<file path="config.mk">
export PLATFORM = sky130hd
export DESIGN_NAME = bit_density_modulator_flat
export DESIGN_NICKNAME = d
export VERILOG_FILES = /design/src/rtl/bit_density_modulator_if.sv /design/src/rtl/bit_density_modulator.sv /design/src/flat_wrapper.sv
export SDC_FILE = /design/constraint.sdc
export NUM_CORES = 1
export LEC_CHECK = 0
export CORE_ASPECT_RATIO = 1.75
export CORE_MARGIN = 3
export CORE_UTILIZATION = 30
export CTS_BUF_LIST = sky130_fd_sc_hd__clkbuf_8
export DETAILED_ROUTE_END_ITERATION = 8
export GPL_TIMING_DRIVEN = 0
export PLACE_DENSITY_LB_ADDON = 0.15
export SLEW_MARGIN = 20
export SYNTH_ARGS = -nofsm -noshare
export SYNTH_HDL_FRONTEND = slang
export SYNTH_SLANG_ARGS = --single-unit
</file>
<file path="constraint.sdc">
create_clock -name clk -period 2.8 [get_ports clk]
set_clock_uncertainty 0.15 [all_clocks]
set_input_delay 0.56 -clock clk [delete_from_list [all_inputs] [get_ports clk]]
set_output_delay 0.56 -clock clk [all_outputs]
set_load 0.05 [all_outputs]
</file>
<file path="src/rtl/bit_density_modulator_if.sv">
// Level-request handshake for bit_density_modulator: a valid/ready pair carrying
// one unsigned WIDTH-bit level per transfer.
interface bit_density_modulator_if #(
    parameter int WIDTH = 8
);
    logic             inValid;
    logic             inReady;
    logic [WIDTH-1:0] inData;

    modport master (output inValid, output inData, input inReady);
    modport slave  (input inValid, input inData, output inReady);
endinterface

</file>
<file path="src/rtl/bit_density_modulator.sv">
// First-order delta-sigma single-bit generator with a one-entry staging register.
// Optional build macro BIT_DENSITY_MODULATOR_DITHER_EN adds LFSR first-difference dither.
module bit_density_modulator #(
    parameter int WIDTH = 8
) (
    input  logic                          clk,
    input  logic                          rst,
    input  logic                          en,
    bit_density_modulator_if.slave        in_if,
    output logic [WIDTH-1:0]              level,
    output logic                          bitOut
);

    logic [WIDTH-1:0] pend;
    logic             pendFull;
    logic [WIDTH-1:0] acc;
    logic [WIDTH-1:0] eff;
    logic             accept;
    logic [WIDTH:0]   nxt_p0;

`ifdef BIT_DENSITY_MODULATOR_DITHER_EN
    // Returns {carry, new accumulator}; sum is never negative because t is
    // forced to zero whenever eff is zero.
    function automatic logic [WIDTH:0] dither_step(input logic [WIDTH-1:0] a,
                                                   input logic [WIDTH-1:0] e,
                                                   input logic signed [1:0] t);
        logic signed [WIDTH+1:0] s;
        s = $signed({2'b00, a}) + $signed({2'b00, e}) + $signed({{WIDTH{t[1]}}, t});
        return {s[WIDTH] & ~s[WIDTH+1], s[WIDTH-1:0]};
    endfunction
`else
    function automatic logic [WIDTH:0] plain_step(input logic [WIDTH-1:0] a,
                                                  input logic [WIDTH-1:0] e);
        return {1'b0, a} + {1'b0, e};
    endfunction
`endif

    assign in_if.inReady = ~pendFull & ~rst;
    assign accept        = in_if.inValid & in_if.inReady;
    // A staged value is applied on the very tick that transfers it.
    assign eff           = pendFull ? pend : level;

`ifdef BIT_DENSITY_MODULATOR_DITHER_EN
    logic [15:0]       lfsr;
    logic              dprev;
    logic              lfsr_fb;
    logic signed [1:0] dt;

    assign lfsr_fb = lfsr[0] ^ lfsr[2] ^ lfsr[3] ^ lfsr[5];
    assign dt      = (eff == '0) ? 2'sd0
                                 : ($signed({1'b0, lfsr[0]}) - $signed({1'b0, dprev}));
    assign nxt_p0  = dither_step(acc, eff, dt);

    always_ff @(posedge clk) begin
        if (rst) begin
            lfsr  <= 16'hACE1;
            dprev <= 1'b0;
        end else if (en) begin
            lfsr <= {lfsr_fb, lfsr[15:1]};
            if (eff != '0) dprev <= lfsr[0];
        end
    end
`else
    assign nxt_p0 = plain_step(acc, eff);
`endif

    // Stage p0 -> registered outputs: staging, transfer and accumulate.
    always_ff @(posedge clk) begin
        if (rst) begin
            pend     <= '0;
            pendFull <= 1'b0;
            level    <= '0;
            acc      <= '0;
            bitOut   <= 1'b0;
        end else begin
            if (accept) begin
                pend     <= in_if.inData;
                pendFull <= 1'b1;
            end
            if (en) begin
                if (pendFull) begin
                    level    <= pend;
                    pendFull <= 1'b0;
                end
                acc    <= nxt_p0[WIDTH-1:0];
                bitOut <= nxt_p0[WIDTH];
            end
        end
    end

endmodule
</file>
<file path="src/flat_wrapper.sv">
// flat-port wrapper written by rule: the top's interface ports become plain ports
module bit_density_modulator_flat 
#(
    parameter int WIDTH = 8
)
  (clk, rst, en, level, bitOut, in_if_inValid, in_if_inData, in_if_inReady);
  bit_density_modulator_if #(.WIDTH(WIDTH)) in_if_i ();
  input  logic clk;
  input  logic rst;
  input  logic en;
  output logic [WIDTH-1:0] level;
  output logic bitOut;
  input wire logic [$bits(in_if_i.inValid)-1:0] in_if_inValid;
  input wire logic [$bits(in_if_i.inData)-1:0] in_if_inData;
  output wire logic [$bits(in_if_i.inReady)-1:0] in_if_inReady;
  assign in_if_i.inValid = in_if_inValid;
  assign in_if_i.inData = in_if_inData;
  assign in_if_inReady = in_if_i.inReady;
  bit_density_modulator #(.WIDTH(WIDTH)) u_core (.clk(clk), .rst(rst), .en(en), .in_if(in_if_i), .level(level), .bitOut(bitOut));
endmodule
</file>
Word level (Yosys, flattened, before mapping)
Index checks and enable logic that the tools add are counted.

cells by class
  $add $sub $neg = 1
  muxes and demuxes = 4
  bitwise logic cells = 4

operators with widths
  kind         number
  $add 8x8->9  1
  $mux 8       1
  $mux 1       3
  $and 1x1->1  2
  $not 1->1    2

word-level totals
  bits in registers = 26
  input port bits = 12
  output and inout bits = 10
  word-level logic and storage cells = 14

Logic depth before layout (Yosys ltp)
Gate-level depths: netlist (run 1).

  depth in word-level cells = 6
  depth in mapped cells = 8
  gate-level depth less buffers = 7

Worst setup path after synthesis (run 1)
Ideal clock, no wire load.

  kind = flip-flop to flip-flop
  from = reg u_core.pendFull
  to = reg u_core.acc[6]
  library setup time = 0.130 ns
  arrival time = 2.200 ns
  required time = 2.520 ns
  setup slack = 0.321 ns
  cell stages (with the launch flop) = 9
  buffers on the path = 1
  clock period less this slack = 2.479 ns
  cells stage by stage = dfxtp_1 > buf_2 > mux2_2 > ha_1 > fa_1 > a211oi_2 > o21bai_1 > a211oi_1 > o32ai_1

between the ends
  cells in the longest elaborated chain, start to end = 2

RTL lines
  item                    line                         RTL
  start, declared         bit_density_modulator.sv:15  logic pendFull;
  start signal, assigned  bit_density_modulator.sv:71  pendFull <= 1'b0;
  start signal, assigned  bit_density_modulator.sv:78  pendFull <= 1'b1;
  start signal, assigned  bit_density_modulator.sv:83  pendFull <= 1'b0;
  $mux 8                  n/a
  via u_core.eff[0]       bit_density_modulator.sv:17  logic [WIDTH-1:0] eff;
  $add 8x8->9             bit_density_modulator.sv:34  return {1'b0, a} + {1'b0, e};
  end signal, assigned    bit_density_modulator.sv:85  acc <= nxt_p0[WIDTH-1:0];
  end, declared           bit_density_modulator.sv:16  logic [WIDTH-1:0] acc;

The timed path passes the listed nets, and every way through them passes these cells.
A chain may end at the register's enable or synchronous reset.

Worst setup path in the final report (run 1)
  from = in rst
  to = out in_if_inReady

between the ends
  cells in the longest elaborated chain, start to end = 2

RTL lines
  item             line                         RTL
  start, declared  flat_wrapper.sv:9            input logic rst;
  $not 1->1        bit_density_modulator.sv:38  assign in_if.inReady = ~pendFull & ~rst;
  $and 1x1->1      bit_density_modulator.sv:38
  end, declared    flat_wrapper.sv:15           output wire logic [$bits(in_if_i.inReady)-1:0] in_if_inReady;

Every way passes these cells.

==> summary.md, run 1 <==
| Metric | Value |
|---|---|
| Status | `complete, no violations` |
| Total Die Area | `5280 µm²` |
| Clock Pin Slew Worst Setup and Hold Paths | `0.09 ns` |
| Pin slew with the least headroom to its limit | `0.497 ns` |
| Fraction of power consumed by the clock network | `29.5%` |
| Period minus WS final | `2.74 ns` |
| Finished Core Util | `39.5%` |
| RSZ-0062 raised after global routing | `false` |
| Post-route clock period utilization | `97.8%` |
| WP data arrival | `2.03 ns` |
| Post-Place Cells | `228` |
| Die W | `56.2 µm` |
| Number of gates on the worst path with buffers counted | `5` |
| Buffer levels on the longest clock path | `2` |
| Master of the slowest instance on the critical path | `sky130_fd_sc_hd__clkdlybuf4s50_1` |
| Reg2reg end | `u_core.acc[6]` |
| Post-route ant nets | `0` |
| Worst hold path startpoint | `u_core.pend[7]` |
| Least setup slack across all paths after layout | `0.0610 ns` |
| DPL Wire Length | `2420 µm` |
| Worst hold endpoint | `u_core.pend[7]` |
| CP peak stage delay | `0.47 ns` |
| Number of enable flip-flop cells after synthesis | `0` |
| Deepest level of the CTS H-tree | `1` |
| Library cell appearing most often on the critical path | `sky130_fd_sc_hd__buf_2` |
| Number of global-route vias before repair | `1234` |
| Worst hold margin | `0.310 ns` |
| Proportion of netlist area held by the largest area contributor | `39.3%` |
| Initial standard-cell utilization of the core | `31.6%` |
| Maximum fanout encountered on the critical timing path | `10` |
| Routing layer with the top usage in global route | `met2` |
| Leak pwr | `0.000671 µW` |
| Internal power | `605 µW` |
| # setup viols final | `0` |
| Switching share of total power | `29.9%` |
| Total power draw | `864 µW` |
| Instance count of the mapped netlist | `158` |
| Number of clock buffers inserted by TritonCTS | `3` |
| Top cell family by delay on the critical path | `buffers and inverters` |
| Dominant cells by area after synthesis | `sky130_fd_sc_hd__dfxtp_1, sky130_fd_sc_hd__ha_1, sky130_fd_sc_hd__mux2_2` |
| Seq cells post-synth | `26` |
| Congestion Overflow GR | `0` |
| Number of top-level pins | `22` |
| R2r startpoint | `u_core.pendFull` |
| Most instantiated cells after synthesis | `sky130_fd_sc_hd__dfxtp_1, sky130_fd_sc_hd__nor2_1, sky130_fd_sc_hd__nand2_1, sky130_fd_sc_hd__a21oi_1, sky130_fd_sc_hd__nor3_1` |
| Final cell count without fillers | `232` |
| Overall track demand over capacity in global routing | `12.8%` |
| Slack of the worst reg-to-reg path | `0.12 ns` |
| Layout cells sized above 1 | `11.5%` |
| Global-route track usage on met2 | `24.2%` |
| Syn_nets | `179` |
| Part of the total power dissipated in sequential elements | `47.5%` |
| Number of DRC markers in iteration 0 | `25` |
| Number of antenna violations at the first check in global routing | `0` |
| Core region area | `4190 µm²` |
| Post-CTS setup-driven buffer insertion count | `0` |
| Routed via count | `1159` |
| Routed wire length | `3050 µm` |
| Synth Cell Area | `1320 µm²` |
| Primary flip-flop cell chosen by synthesis mapping | `sky130_fd_sc_hd__dfxtp_1` |
| Asr flop ratio synth | `0%` |
| Clock root buffer master | `sky130_fd_sc_hd__clkbuf_8` |
| Total of warnings raised by yosys | `0` |
| Input/output buffers | `21` |
| Setup Crit Path Kind | `primary input to output pin` |
| Mean Syn Cell Area | `8.38 µm²` |
| Reg2Reg Depth | `8` |
| Required time of the critical path | `2.09 ns` |
| Fraction of the yosys area taken by sequential cells | `39.3%` |
| Number of distinct standard cells referenced by the synthesized netlist | `33` |
| Growth of design area from synthesis to finish | `24.9%` |
| Worst slack, placed | `-0.452 ns` |
| Clock Latency Late Sink | `0.28 ns` |
| Clock Sink Count | `26` |
| Total DRC errors in the routed layout | `0` |
| Worst hold path type | `flop to flop` |
| List of cells traversed by the critical path | `clkdlybuf4s50_1 > buf_2 > buf_2 > nor2_1 > dlygate4sd2_1` |
| First-pass GRT wire length | `5400 µm` |
| Max-slew violation count | `0` |
| Final hold vios | `0` |
| Power density normalized to cell area | `523 nW/µm²` |
| Average wire length per cell after detail routing | `13.1 µm` |
| Number of hold buffers added after cts | `0` |
| Total inserted antenna cells | `0` |
| Worst setup SP type | `primary input` |
| Max cap viols | `0` |
| Vertical die dimension | `93.9 µm` |
| Max transition margin | `66.7%` |
| Number of buffer and inverter stages on the critical path | `4` |
| Power share of the combinational group | `23.0%` |
| Most frequent cell after synthesis | `sky130_fd_sc_hd__dfxtp_1` |
| Most area-hungry cell type in the Yosys netlist | `sky130_fd_sc_hd__dfxtp_1` |
| Routability Congestion | `0.787` |
| Kind of capture point of the worst setup path | `output pin` |
| Depth of the worst hold-timing path | `2` |
| Max frequency | `365 MHz` |
| Vias per inst | `5.00` |
| Pin count of the biggest net entering global routing | `15` |
| TritonCTS clock tree | `built` |
| Number of detailed-route iterations in the first pass | `4` |
| Max VDD drop | `249 µV` |
| Fraction of met1 tracks used by global routing | `13.1%` |
| Fraction of met3 tracks used by global routing | `2.20%` |
| Total Nets Final | `205` |
| Sw power | `259 µW` |
| Placement Rows | `31` |
==> power groups by stage <==
stage | sequential [µW] | clock, µW | combinational (µW)
3_3_place_gp | 417 | 0 | 199
4_1_cts | 410 | 259 | 202
3_5_place_dp | 418 | 0 | 201
2_1_floorplan | 444 | 0 | 114
5_1_grt | 414 | 270 | 220
6_report | 410 | 255 | 199
==> cells in the final DEF (no fill, tap or decap), types with 2 or more instances in the layout <==
cell type and count:
sky130_fd_sc_hd__a211o_1 2, sky130_fd_sc_hd__a211oi_1 3, sky130_fd_sc_hd__a211oi_2 2, sky130_fd_sc_hd__a21oi_1 15, sky130_fd_sc_hd__buf_1 3, sky130_fd_sc_hd__buf_2 3, sky130_fd_sc_hd__clkbuf_1 2, sky130_fd_sc_hd__clkbuf_8 4
sky130_fd_sc_hd__clkdlybuf4s50_1 20, sky130_fd_sc_hd__dfxtp_1 26, sky130_fd_sc_hd__ha_1 8, sky130_fd_sc_hd__inv_1 4, sky130_fd_sc_hd__mux2_2 8, sky130_fd_sc_hd__mux2i_1 2, sky130_fd_sc_hd__nand2_1 21, sky130_fd_sc_hd__nand2b_1 2
sky130_fd_sc_hd__nand3_1 3, sky130_fd_sc_hd__nor2_1 23, sky130_fd_sc_hd__nor3_1 10, sky130_fd_sc_hd__o21a_1 2, sky130_fd_sc_hd__o21ai_0 3, sky130_fd_sc_hd__o21ai_1 2
==> kinds of logic after synthesis <==
group	synth area share, %
adders and majority gates	9.07
xor gates and xnor gates	0.662
buffers and inverters	3.97
muxes	8.32
DFF	39.3
AOI/OAI and AO/OA	18.8
and+or+nand+nor	19.8
==> worst min-delay path, stage by stage, from the launching register on <==
cell and delay, ns:
sky130_fd_sc_hd__dfxtp_1 0.32, sky130_fd_sc_hd__nand2_1 0.05, sky130_fd_sc_hd__a21oi_1 0.05
==> layer usage <==
layer / vias up / wire length, µm / share of wire (%)
met3: 5 / 104 / 3.4
li1: 610 / - / -
met2: 19 / 1620 / 53
met5: - / 0 / 0
met4: 0 / 49 / 1.6
met1: 525 / 1280 / 42
==> stage by stage <==
step                      cell area [µm²]  setup TNS [ns]
final                                1650               0
after global routing                 1650               0
after CTS                            1650               0
after detailed placement             1600          -0.452
after global placement               1600          -0.430
after floorplan                      1320               0
==> worst max path at each step <==
stage / slack, ns / from / endpoint
floorplan: 0.32 / u_core.pendFull / u_core.acc[6]
global placement: -0.43 / rst / in_if_inReady
detailed placement: -0.45 / rst / in_if_inReady
CTS: 0.04 / rst / in_if_inReady
global route: 0.001 / u_core.pendFull / u_core.acc[6]
finish: 0.06 / rst / in_if_inReady
==> sequential cells by signal (all words and copies together) (netlist names) <==
| register | cells |
|---|---|
| u_core.level | 8 |
| u_core.bitOut | 1 |
| u_core.pend | 8 |
| u_core.acc | 8 |
| u_core.pendFull | 1 |
==> what timing repair did <==
item | CTS | global route
gates resized for setup | 3 | 0
setup endpoints to repair | 2 | 1
pin swaps | 0 | 1
==> final cells by class <==
class                   count  area, µm²
repair buffers             21        209
fillers                   456       2540
multi-input cells         119        751
clock buffers               4       55.1
inverters                   4       15.0
flip-flops and latches     26        520
plain buffers               9       41.3
well taps                  49       61.3
Power figures use the tool's default switching activity.
==> run 2, diff against run 1 <==
--- a/config.mk
+++ b/config.mk
@@ -5,6 +5,8 @@
 export SDC_FILE = /design/constraint.sdc
 export NUM_CORES = 1
 export LEC_CHECK = 0
+export CELL_PAD_IN_SITES_DETAIL_PLACEMENT = 0
+export CELL_PAD_IN_SITES_GLOBAL_PLACEMENT = 2
 export CORE_ASPECT_RATIO = 1.75
 export CORE_MARGIN = 3
 export CORE_UTILIZATION = 30
==> run 2 against run 1 <==
Compared with the run above:
- global-route usage shrank 0.092 points
- worst setup slack gained 0.11 ns
- cell count shrank 0.43%
- maximum frequency grew 4.1%
- die area is the same
- core utilization shrank 0.30 points
- sequential power is essentially flat
- power shrank 4.9%
- register-to-register slack gained 0.05 ns
- clock-buffer cell count shrank 1
- non-clock buffer count is the same
- cell area shrank 0.76%
- critical path type is now flop to flop
- highest routed layer unchanged
==> summary.md, run 2 (synthesis results as in run 1) <==
| Metric | Value |
|---|---|
| Routability Congestion | `0.723 (-8.2%)` |
| First-pass GRT wire length | `5300 µm (-1.9%)` |
| Total DRC errors in the routed layout | `0 (unchanged)` |
| Final cell count without fillers | `231 (-0.43%)` |
| Core region area | `4190 µm² (unchanged)` |
| Post-route clock period utilization | `94.0% (-3.8 points)` |
| Kind of capture point of the worst setup path | `flop` |
| Overall track demand over capacity in global routing | `12.7% (-0.092 points)` |
| Number of detailed-route iterations in the first pass | `4 (unchanged)` |
| TritonCTS clock tree | `built` |
| R2r startpoint | `u_core.pendFull` |
| Power density normalized to cell area | `500 nW/µm² (-4.2%)` |
| Number of clock buffers inserted by TritonCTS | `3 (unchanged)` |
| Depth of the worst hold-timing path | `2 (unchanged)` |
| WP data arrival | `2.62 ns (+0.59 ns)` |
| Buffer levels on the longest clock path | `2 (unchanged)` |
| Deepest level of the CTS H-tree | `1 (unchanged)` |
| Clock Pin Slew Worst Setup and Hold Paths | `0.09 ns (about the same)` |
| Leading registers by flop count | `u_core.acc (8), u_core.level (8), u_core.pend (8)` |
| Vias per inst | `5.02 (+0.52%)` |
| Setup Crit Path Kind | `flop to flop` |
| Max cap viols | `0 (unchanged)` |
| Post-Place Cells | `228 (unchanged)` |
| Vertical die dimension | `93.9 µm (unchanged)` |
| Max VDD drop | `248 µV (-0.25%)` |
| Routed via count | `1160 (+0.086%)` |
| Clock Sink Count | `26 (unchanged)` |
| Maximum fanout encountered on the critical timing path | `10 (unchanged)` |
| Number of DRC markers in iteration 0 | `16 (-36%)` |
| Required time of the critical path | `2.79 ns (+0.70 ns)` |
| Total Die Area | `5280 µm² (unchanged)` |
| Worst hold margin | `0.309 ns (-0.000849 ns)` |
| Number of global-route vias before repair | `1163 (-5.8%)` |
| # setup viols final | `0 (unchanged)` |
| Worst hold endpoint | `u_core.pend[7]` |
| Combined flip-flop and latch cell area | `520 µm² (unchanged)` |
| Max frequency | `380 MHz (+4.1%)` |
| Number of fill cells | `454 (-0.44%)` |
| Period minus WS final | `2.63 ns (-0.108 ns)` |
| Initial standard-cell utilization of the core | `31.6% (unchanged)` |
| Growth of design area from synthesis to finish | `23.9%` |
| Total inserted antenna cells | `0 (unchanged)` |
| Max transition margin | `66.6% (-0.13 points)` |
| Placement Rows | `31 (unchanged)` |
| Most frequent standard cell in the layout excluding fill and tap cells | `sky130_fd_sc_hd__dfxtp_1` |
| Leak pwr | `0.000660 µW (-1.6%)` |
| Number of antenna violations at the first check in global routing | `0 (unchanged)` |
| Routed wire length | `3150 µm (+3.3%)` |
| Clock Latency Late Sink | `0.27 ns (about the same)` |
| Post-CTS setup-driven buffer insertion count | `0 (unchanged)` |
| RSZ-0062 raised after global routing | `false` |
| Status | `complete, no violations` |
| Number of top-level pins | `22 (unchanged)` |
| Pin slew with the least headroom to its limit | `0.501 ns (+0.00356 ns)` |
| Pin count of the biggest net entering global routing | `14 (-1)` |
| Die W | `56.2 µm (unchanged)` |
| Reg2reg end | `u_core.acc[6]` |
| Layout cells sized above 1 | `12.1% (+0.61 points)` |
| Worst hold path type | `flop to flop` |
| Slack of the worst reg-to-reg path | `0.17 ns (+0.05 ns)` |
| Total Nets Final | `205 (unchanged)` |
| Max-slew violation count | `0 (unchanged)` |
| Worst hold path startpoint | `u_core.pend[7]` |
| Total power draw | `821 µW (-4.9%)` |
| Average wire length per cell after detail routing | `13.6 µm (+3.7%)` |
| Worst setup SP type | `flop` |
| Input/output buffers | `21 (unchanged)` |
| Post-route ant nets | `0 (unchanged)` |
| DPL Wire Length | `2450 µm (+1.6%)` |
| Sum of negative setup slack | `0 ns (unchanged)` |
| Clock root buffer master | `sky130_fd_sc_hd__clkbuf_8` |
| Reg2Reg Depth | `8 (unchanged)` |
| Area occupied by multi-input gates | `753 µm² (+0.33%)` |
| Final hold vios | `0 (unchanged)` |
| Commonest non-fill, non-tap cells in the layout | `sky130_fd_sc_hd__dfxtp_1, sky130_fd_sc_hd__nor2_1, sky130_fd_sc_hd__nand2_1` |
| Congestion Overflow GR | `0 (unchanged)` |
[run 2: worst max-delay path by stage]
stage                          from             to  slack, ns  depth (start not counted)
floorplan           u_core.pendFull  u_core.acc[6]       0.32                          8
global placement                rst  in_if_inReady      -0.49                          5
detailed placement              rst  in_if_inReady      -0.47                          5
CTS                             rst  in_if_inReady      0.008                          5
global route        u_core.pendFull  u_core.acc[6]       0.03                          8
finish              u_core.pendFull  u_core.acc[6]       0.17                          8
[run 2: layer usage]
metal  global-route usage, %  up-vias  share of wire [%]
met5                       0        -                  0
met4                    5.35        0                1.8
met3                    2.06        5                3.4
met2                    23.5       21                 53
met1                    13.9      526                 42
li1                        -      608                  -
[run 2: through the flow]
stage,setup WS [ns],area [µm²],utilization (%)
2_1_floorplan,0.321,1320,-
3_3_place_gp,-0.490,1600,38.1
3_5_place_dp,-0.472,1600,38.1
4_1_cts,0.00828,1640,39.1
5_1_grt,0.0333,1640,39.2
6_report,0.169,1640,39.2
[run 2: final cells by class]
type | instances | area share (%)
clock buffer | 3 | 2.52
buffer | 9 | 2.67
tap | 49 | 3.74
multi-input combinational | 119 | 45.9
sequential | 26 | 31.7
inverter | 4 | 0.915
timing repair buffer | 21 | 12.5
[run 2: critical path: stages, from the launching register on]
cell and delay (ns):
sky130_fd_sc_hd__dfxtp_1 0.35, sky130_fd_sc_hd__buf_4 0.19, sky130_fd_sc_hd__mux2_2 0.37, sky130_fd_sc_hd__ha_1 0.24, sky130_fd_sc_hd__fa_2 0.38, sky130_fd_sc_hd__a211oi_2 0.28
sky130_fd_sc_hd__o21bai_1 0.12, sky130_fd_sc_hd__a211oi_1 0.28, sky130_fd_sc_hd__o32ai_1 0.13
[run 2: what timing repair did]
action                     4_1_cts  5_1_grt
setup endpoints to repair        1        3
pin swaps                        0        1
resized for setup                2        6
hold buffers                     0        0
[run 2: power by group]
| group | switching (µW) | total (µW) | internal, µW |
|---|---|---|---|
| Clock | 114 | 210 | 96.4 |
| Combinational | 117 | 202 | 84.5 |
| Sequential | 14.6 | 409 | 395 |
| Total | 245 | 821 | 576 |
==> run 3, diff against run 2 <==
--- a/config.mk
+++ b/config.mk
@@ -13,6 +13,7 @@
 export CTS_BUF_LIST = sky130_fd_sc_hd__clkbuf_8
 export DETAILED_ROUTE_END_ITERATION = 8
 export GPL_TIMING_DRIVEN = 0
+export HOLD_SLACK_MARGIN = 0.02
 export PLACE_DENSITY_LB_ADDON = 0.15
 export SLEW_MARGIN = 20
 export SYNTH_ARGS = -nofsm -noshare
==> constraint.sdc (replaced) <==
create_clock -name clk -period 2.7 [get_ports clk]
set_clock_uncertainty 0.15 [all_clocks]
set_input_delay 0.54 -clock clk [delete_from_list [all_inputs] [get_ports clk]]
set_output_delay 0.54 -clock clk [all_outputs]
set_load 0.05 [all_outputs]
==> run 3 against run 2 <==
Compared with the run above:
- non-clock buffer count is 1 higher
- maximum frequency is 1.9% higher
- clock power is 4% higher
- clock-buffer cell count stayed put
- via count is 0.43% lower
- global-route usage stayed put
- worst hold slack hardly changed
- cell count is 0.43% higher
- critical path depth stayed put
- core utilization is 0.57 points higher
- worst setup slack worse by 0.050 ns
- sequential cell count stayed put
- critical endpoint is now u_core.bitOut
- largest power group unchanged
==> summary.md, run 3 (synthesis results as in run 1) <==
| Metric | Value |
|---|---|
| Total DRC errors in the routed layout | `0 (unchanged)` |
| Depth of the worst hold-timing path | `2 (unchanged)` |
| Number of global-route vias before repair | `1161 (-0.17%)` |
| Commonest non-fill, non-tap cells in the layout | `sky130_fd_sc_hd__dfxtp_1, sky130_fd_sc_hd__nor2_1, sky130_fd_sc_hd__nand2_1` |
| Clock Sink Count | `26 (unchanged)` |
| Routed via count | `1155 (-0.43%)` |
| Post-Place Cells | `228 (unchanged)` |
| Status | `complete, no violations` |
| Number of antenna violations at the first check in global routing | `0 (unchanged)` |
| Worst hold path startpoint | `u_core.pend[7]` |
| Pin slew with the least headroom to its limit | `0.502 ns (+0.000778 ns)` |
| Routed wire length | `3170 µm (+0.73%)` |
| Clock Pin Slew Worst Setup and Hold Paths | `0.09 ns (about the same)` |
| Post-route ant nets | `0 (unchanged)` |
| Total Die Area | `5280 µm² (unchanged)` |
| Clock Latency Late Sink | `0.27 ns (about the same)` |
| Final cell count without fillers | `232 (+0.43%)` |
| Slack of the worst reg-to-reg path | `0.12 ns (-0.05 ns)` |
| Clock root buffer master | `sky130_fd_sc_hd__clkbuf_8` |
| Input/output buffers | `21 (unchanged)` |
| Pin count of the biggest net entering global routing | `14 (unchanged)` |
| Worst setup SP type | `flop` |
| Period minus WS final | `2.58 ns (-0.0495 ns)` |
| Total inserted antenna cells | `0 (unchanged)` |
| Reg2Reg Depth | `8 (unchanged)` |
| Leak pwr | `0.000670 µW (+1.4%)` |
| WP data arrival | `2.59 ns (-0.03 ns)` |
| Max cap viols | `0 (unchanged)` |
| Vertical die dimension | `93.9 µm (unchanged)` |
| Number of clock buffers inserted by TritonCTS | `3 (unchanged)` |
| Congestion Overflow GR | `0 (unchanged)` |
| Core region area | `4190 µm² (unchanged)` |
| Worst hold path type | `flop to flop` |
| Max transition margin | `66.6% (about the same)` |
| Overall track demand over capacity in global routing | `12.7% (unchanged)` |
| Growth of design area from synthesis to finish | `25.7%` |
| DPL Wire Length | `2450 µm (unchanged)` |
| Leading registers by flop count | `u_core.acc (8), u_core.level (8), u_core.pend (8)` |
| Total Nets Final | `206 (+0.49%)` |
| Number of fill cells | `454 (unchanged)` |
| Vias per inst | `4.98 (-0.86%)` |
| Kind of capture point of the worst setup path | `flop` |
| Max VDD drop | `258 µV (+3.9%)` |
| R2r startpoint | `u_core.pendFull` |
| TritonCTS clock tree | `built` |
| Deepest level of the CTS H-tree | `1 (unchanged)` |
| Placement Rows | `31 (unchanged)` |
| Required time of the critical path | `2.71 ns (-0.08 ns)` |
| Least setup slack across all paths after layout | `0.118 ns (-0.0505 ns)` |
| Post-route clock period utilization | `95.6% (+1.6 points)` |
| Most frequent standard cell in the layout excluding fill and tap cells | `sky130_fd_sc_hd__dfxtp_1` |
| Routability Congestion | `0.723 (unchanged)` |
| Setup Crit Path Kind | `flop to flop` |
| Number of DRC markers in iteration 0 | `9 (-7)` |
| Maximum fanout encountered on the critical timing path | `10 (unchanged)` |
| RSZ-0062 raised after global routing | `true` |
| Average wire length per cell after detail routing | `13.7 µm (+0.30%)` |
| # setup viols final | `0 (unchanged)` |
| Max-slew violation count | `0 (unchanged)` |
| Max frequency | `387 MHz (+1.9%)` |
| Number of top-level pins | `22 (unchanged)` |
| Number of detailed-route iterations in the first pass | `4 (unchanged)` |
| Finished Core Util | `39.7% (+0.57 points)` |
| Final hold vios | `0 (unchanged)` |
| Initial standard-cell utilization of the core | `31.6% (unchanged)` |
| Reg2reg end | `u_core.bitOut` |
| Total power draw | `859 µW (+4.7%)` |
| First-pass GRT wire length | `5300 µm (unchanged)` |
| Die W | `56.2 µm (unchanged)` |
| Worst hold endpoint | `u_core.pend[7]` |
| Layout cells sized above 1 | `13.1% (+1.0 points)` |
| Buffer levels on the longest clock path | `2 (unchanged)` |
| Power density normalized to cell area | `516 nW/µm² (+3.2%)` |
| Worst slack, placed | `-0.532 ns (-0.0600 ns)` |
-- run 3: cell count changes in the layout (fill, tap and decap cells not counted), sizes merged --
cell	previous run	this run
buf	6	8
clkbuf	7	6
-- run 3: how the worst max path moves through the flow --
| stage | endpoint | from | depth (start not counted) | slack (ns) |
|---|---|---|---|---|
| after CTS | in_if_inReady | rst | 5 | 0.01 |
| final | u_core.bitOut | u_core.pendFull | 8 | 0.12 |
| after global routing | u_core.acc[6] | u_core.pendFull | 8 | -0.005 |
| after floorplan | u_core.acc[6] | u_core.pendFull | 8 | 0.22 |
| after global placement | in_if_inReady | rst | 5 | -0.55 |
| after detailed placement | in_if_inReady | rst | 5 | -0.53 |
-- run 3: layout make-up --
class | count | area [µm²] | share of cell area [%]
multi-input cells | 119 | 766 | 46.0
flip-flops and latches | 26 | 520 | 31.3
repair buffers | 22 | 213 | 12.8
well taps | 49 | 61.3 | 3.68
plain buffers | 9 | 47.5 | 2.86
clock buffers | 3 | 41.3 | 2.48
inverters | 4 | 15.0 | 0.902
-- run 3: through the flow --
step / cell area [µm²] / hold WS (ns) / TNS (ns)
2_1_floorplan: 1320 / 0.283 / 0
3_3_place_gp: 1600 / 0.294 / -0.635
3_5_place_dp: 1600 / 0.298 / -0.642
4_1_cts: 1640 / 0.311 / 0
5_1_grt: 1660 / 0.333 / -0.00510
6_report: 1660 / 0.309 / 0
-- run 3: power by group --
part | switching (µW) | internal [µW]
combinational | 124 | 91.3
clock | 119 | 100
sequential | 15.3 | 409
-- run 3: routing by layer --
layer	track usage (%)	part of all wire, %	routed length, µm	vias to the layer above
li1	-	-	-	607
met1	13.9	42	1320	524
met2	23.5	53	1690	19
met3	2.06	3.6	113	5
met4	5.35	1.8	57	0
met5	0	0	0	-
-- run 3: worst max-delay path, stage by stage (launching register included) --
cell and delay (ns):
sky130_fd_sc_hd__dfxtp_1 0.37, sky130_fd_sc_hd__buf_6 0.16, sky130_fd_sc_hd__mux2_2 0.36, sky130_fd_sc_hd__ha_1 0.24
sky130_fd_sc_hd__fa_2 0.40, sky130_fd_sc_hd__a211oi_4 0.30, sky130_fd_sc_hd__o21ai_1 0.14, sky130_fd_sc_hd__a211oi_1 0.28
sky130_fd_sc_hd__nor2_1 0.08
-- run 3: timing repair --
item	4_1_cts	5_1_grt
resized for setup	4	6
cloned	0	0
setup endpoints to repair	3	3
hold buffers	0	0
pin swaps	1	1
buffers inserted	0	1
hold endpoints to repair	0	0
